`config.mk`:
```
export PLATFORM = sky130hd
export DESIGN_NAME = cla_stream_acc
export DESIGN_NICKNAME = d
export VERILOG_FILES = /design/src/rtl/cla_pkg.sv /design/src/rtl/n_bit_cla.sv /design/src/rtl/cla_stream_acc.sv
export SDC_FILE = /design/constraint.sdc
export NUM_CORES = 1
export LEC_CHECK = 0
export ABC_AREA = 1
export CORE_UTILIZATION = 51
export DETAILED_ROUTE_END_ITERATION = 8
export PLACE_DENSITY = 0.81
export SLEW_MARGIN = 20
export SYNTH_ARGS = -nofsm -noshare
export SYNTH_HDL_FRONTEND = slang
export SYNTH_SLANG_ARGS = --single-unit
```
`constraint.sdc`:
```
create_clock -name clk -period 2 [get_ports clk]
set_input_delay 0.4 -clock clk [delete_from_list [all_inputs] [get_ports clk]]
set_output_delay 0.4 -clock clk [all_outputs]
set_load 0.005 [all_outputs]
```
`src/rtl/cla_pkg.sv`:
```
// Shared types and default widths for the CLA streaming accumulator.
package cla_pkg;
  localparam int CLA_N_DEF     = 16;
  localparam int CLA_CNT_W_DEF = 8;

  typedef enum logic [1:0] {
    IDLE = 2'd0,
    ACC  = 2'd1,
    DONE = 2'd2
  } cla_state_e;
endpackage

```
`src/rtl/n_bit_cla.sv`:
```
// Combinational N-bit carry-lookahead adder.
// Every carry is computed as a flat sum-of-products of generate/propagate terms.
module n_bit_cla #(
  parameter int N = 16
) (
  input  logic [N-1:0] a,
  input  logic [N-1:0] b,
  input  logic         cin,
  output logic [N-1:0] s,
  output logic         cout
);
  logic [N-1:0] g;
  logic [N-1:0] p;
  logic [N:0]   c;

  assign g = a & b;
  assign p = a ^ b;

  // c[i+1] = g[i] | p[i]g[i-1] | p[i]p[i-1]g[i-2] | ... | p[i..0]cin
  always_comb begin
    logic prop;
    logic carry;
    c    = '0;
    c[0] = cin;
    for (int i = 0; i < N; i++) begin
      carry = g[i];
      prop  = p[i];
      for (int j = i - 1; j >= 0; j--) begin
        carry = carry | (prop & g[j]);
        prop  = prop & p[j];
      end
      c[i+1] = carry | (prop & cin);
    end
  end

  assign s    = p ^ c[N-1:0];
  assign cout = c[N];
endmodule

```
`src/rtl/cla_stream_acc.sv`:
```
// Burst accumulator around n_bit_cla: sums len operands, then presents one result.
// Build option: define CLA_ACC_SAT_EN for saturating instead of wrap-around accumulation.
module cla_stream_acc
  import cla_pkg::*;
#(
  parameter int N     = CLA_N_DEF,
  parameter int CNT_W = CLA_CNT_W_DEF
) (
  input  logic             clk,
  input  logic             rst_n,
  input  logic             start,
  input  logic [CNT_W-1:0] len,
  input  logic             in_valid,
  output logic             in_ready,
  input  logic [N-1:0]     in_data,
  output logic             out_valid,
  input  logic             out_ready,
  output logic [N-1:0]     out_sum,
  output logic             out_ovf,
  output logic             busy,
  output logic [1:0]       state_dbg
);
  // Handshakes: a transfer happens on a rising edge where valid && ready are
  // both high; valid and its payload stay stable until that edge, and ready
  // never depends combinationally on valid.

  cla_state_e       state_q, state_d;
  logic [N-1:0]     acc_q, acc_d;
  logic             ovf_q, ovf_d;
  logic [CNT_W-1:0] cnt_q, cnt_d;

  logic             beat;
  logic [N-1:0]     add_s;
  logic             add_cout;
  logic [N-1:0]     acc_nxt;

  n_bit_cla #(.N(N)) u_cla (
    .a    (acc_q),
    .b    (in_data),
    .cin  (1'b0),
    .s    (add_s),
    .cout (add_cout)
  );

`ifdef CLA_ACC_SAT_EN
  // Once saturated, any further add either carries again or adds zero, so acc stays all-ones.
  assign acc_nxt = add_cout ? {N{1'b1}} : add_s;
`else
  assign acc_nxt = add_s;
`endif

  assign beat = in_valid && in_ready;

  always_comb begin
    state_d = state_q;
    acc_d   = acc_q;
    ovf_d   = ovf_q;
    cnt_d   = cnt_q;
    case (state_q)
      IDLE: begin
        if (start) begin
          acc_d = '0;
          ovf_d = 1'b0;
          if (len != '0) begin
            cnt_d   = len;
            state_d = ACC;
          end else begin
            cnt_d   = '0;
            state_d = DONE;
          end
        end
      end
      ACC: begin
        if (beat) begin
          acc_d = acc_nxt;
          ovf_d = ovf_q | add_cout;
          cnt_d = cnt_q - 1'b1;
          if (cnt_q == CNT_W'(1)) state_d = DONE;
        end
      end
      DONE: begin
        if (out_ready) state_d = IDLE;
      end
      default: state_d = IDLE;
    endcase
  end

  always_ff @(posedge clk or negedge rst_n) begin
    if (!rst_n) begin
      state_q <= IDLE;
      acc_q   <= '0;
      ovf_q   <= 1'b0;
      cnt_q   <= '0;
    end else begin
      state_q <= state_d;
      acc_q   <= acc_d;
      ovf_q   <= ovf_d;
      cnt_q   <= cnt_d;
    end
  end

  // All outputs decode registered state only; no path from in_data.
  assign in_ready  = (state_q == ACC);
  assign out_valid = (state_q == DONE);
  assign out_sum   = acc_q;
  assign out_ovf   = ovf_q;
  assign busy      = (state_q != IDLE);
  assign state_dbg = state_q;
endmodule

```
==> flow_summary.yaml <==
layout:
  multi_input_area_um2: 1340
  antenna-diode-count: 0
  drive_gt1_share_pct: 16.2
  register_area_um2: 676
  post-route-util_pct: 74.7
  nets: 437
  n_fill_cell: 331
  area_growth_pct: 38.2
detailed_routing:
  drtIter0Drc: 156
  postRouteAntennaNets: 0
  vias: 2284
  wl_per_cell_um: 12.1
  wl_um: 5300
  drt-vias-per-instance: 5.21
  drc: 0
  first_pass_iters: 7
logic_synthesis:
  ys_types: 33
  synthFlopType: "dfrtp_1"
  synth-warning-count: 0
  netlist_area_um2: 2190
  synth_edf_count: 0
  syn_inst: 307
  avgSynthCellArea_um2: 7.14
  synth_seq_cells: 27
  synthArstFlopShare_pct: 100
  ys_seq_area_share_pct: 30.8
  syn_nets: 355
die:
  io_pins: 51
  die_w_um: 67.6
  die-area_um2: 4560
  die_height_um: 67.6
  start_util_pct: 54.0
  fp.coreArea_um2: 4060
  rows: 23
clock_tree:
  worstSkewPairLatency_ps: 270
  cts_tree: "built"
  clk_pin_slew_ps: 100
  cts_buffers: 3
  cts-htree-levels: 1
  cts_hold_buf: 0
  clock-sinks: 27
  clockBufferDepth: 2
  cts_root_buffer: "clkbuf_8"
power_and_ir_drop:
  pwr_density_cell_nw_per_um2: 1330
  p_leak_uw: 0.00152
  total_power_uw: 4020
  irDropWorstVdd_mv: 0.865
timing:
  hold_slack_ps: 487
  rsz0062_at_grt: "false"
  setup_violations: 0
  fin_ws_ps: 124
  period_share_pct: 93.8
  skew_ps: 1.80
  tightest_slew_ps: 361
  slew_viol_final: 0
  period_needed_ps: 1880
  tns_ps: 0
  hold_violations: 0
  fmax_ghz: 0.533
  slew_headroom_pct: 75.9
critical_path:
  start_kind: "input pin"
  worstSetupStartpoint: "in_data[12]"
  crit_arrival_ps: 2050
  critical_path_buf_inv_count: 1
  crit_family: "simple AND/OR/NAND/NOR gates"
  critPathMostFrequentCell: "nand2_1"
  path_class: "in -> reg"
  r2r_start: "out_sum[11]"
  crit_required_ps: 2180
  reg2reg_slack_ps: 270
  critPathMaxFanout: 4
  cp-end-kind: "flop"
  cpPeakStageDelay_ps: 420
  cp_cell_sequence: "clkdlybuf4s50_1 > ha_1 > nand2_1 > nand2_1 > a21oi_1 > nand3_1 > nor2_1 > nand3_2 > nand2_1 > nand2_1 > nand2_1 > nand2_1"
  cp_slowest_cell: "clkdlybuf4s50_1"
place:
  place_hpwl_um: 4260
  pre_cts_slack_ps: -194
  io_buffers: 50
  place_congestion: 0.916
global_route:
  track_usage_pct: 24.4
  grt_max_degree: 28
  grt_pass1_wl_um: 8610
  overflow: 0
  antenna_found_initial: 0
  first_global_vias: 2058
outcome:
  status: "completed"
job:
  cap_viol_max_count: 0
worst_hold_path:
  hp-class: "in -> async"
-- cell usage in the layout, fill, tap and decap left out, types with 3 or more instances in the layout --
| cell | count |
|---|---|
| inv_2 | 4 |
| o211ai_1 | 4 |
| nor2_1 | 27 |
| nor2_4 | 4 |
| clkdlybuf4s50_1 | 50 |
| nand2_2 | 4 |
| nand2_1 | 84 |
| nand3_1 | 22 |
| o21ai_0 | 22 |
| o21ai_1 | 6 |
| buf_4 | 32 |
| a21oi_1 | 10 |
| nand4_1 | 5 |
| clkbuf_8 | 3 |
| dfrtp_1 | 27 |
| nand2_4 | 3 |
| ha_1 | 16 |
| inv_1 | 37 |
| nor3_1 | 4 |
-- path summary, 6_finish.rpt --
kind / endpoint / cells after the start
max: out_sum[14] / 12
min: out_sum[12] / 2
max reg2reg: out_sum[14] / 11
min reg2reg: out_sum[12] / 2
max in group asynchronous: out_sum[14] / 2
min in group clk: out_sum[12] / 2
-- registers in the layout, indices dropped and copies added (netlist names) --
name	flops
state_dbg	2
cnt_q	8
out_sum	16
out_ovf	1
-- per-layer routing --
metal | wire length, um | global-route usage [%] | vias to the layer above
met2 | 2520 | 42.5 | 84
met4 | 38 | 3.72 | 0
li1 | - | - | 1164
met3 | 406 | 2.87 | 4
met5 | 0 | 0 | -
met1 | 2340 | 32.5 | 1032
-- cell usage after synthesis (5+ instances only) --
cell type  instances  area share, %
inv_1             37            6.3
nand4_1            5            1.4
a21oi_1           10            2.3
ha_1              18             10
nor2_1            27            4.6
o21ai_1            6            1.4
o21ai_0           22            5.0
dfrtp_1           27             31
nor3_1             5            1.1
nand2_1           84             14
nand3_1           22            5.0
-- power breakdown --
group	internal [uW]	switching, uW	total (uW)
Combinational	1300	1400	2690
Clock	141	187	328
Sequential	790	206	995
-- kinds of logic (layout without fill, tap and decap cells) --
group | count (synthesis) | in the layout | share of synthesized area, %
XOR/XNOR | 2 | 2 | 0.799
AND/OR/NAND/NOR | 164 | 164 | 35.8
flip-flops | 27 | 27 | 30.8
AO/OA/AOI/OAI | 48 | 48 | 12.1
adder cells (fa/ha/maj) | 19 | 19 | 11.2
buffers and inverters | 47 | 128 | 9.30
-- worst reg2reg max path, delay by kind of cell (launching register included) --
family                     cells  cell delay (ps)
and+or+nand+nor                8              650
DFF                            1              410
adders and majority gates      1              350
AOI/OAI and AO/OA              1              180
buffers and inverters          1               50
-- area by class of cell --
class / instances / area share (%)
Sequential cell: 27 / 22.3
Clock buffer: 3 / 1.36
Inverter: 42 / 5.28
Tap cell: 50 / 2.06
Clock inverter: 1 / 0.248
Timing Repair Buffer: 82 / 24.4
Multi-Input combinational cell: 233 / 44.3
-- what timing repair did --
item | 4_1_cts | 5_1_grt
setup buffers | 0 | 0
setup endpoints to repair | 0 | 5
resized for setup | 0 | 3
-- per-stage QoR --
step | instances | cell area (um2)
floorplan | 307 | 2190
global placement | 434 | 2950
detailed placement | 434 | 2950
CTS | 438 | 3000
global route | 438 | 3030
finish | 438 | 3030
Power figures use the tool's default switching activity.
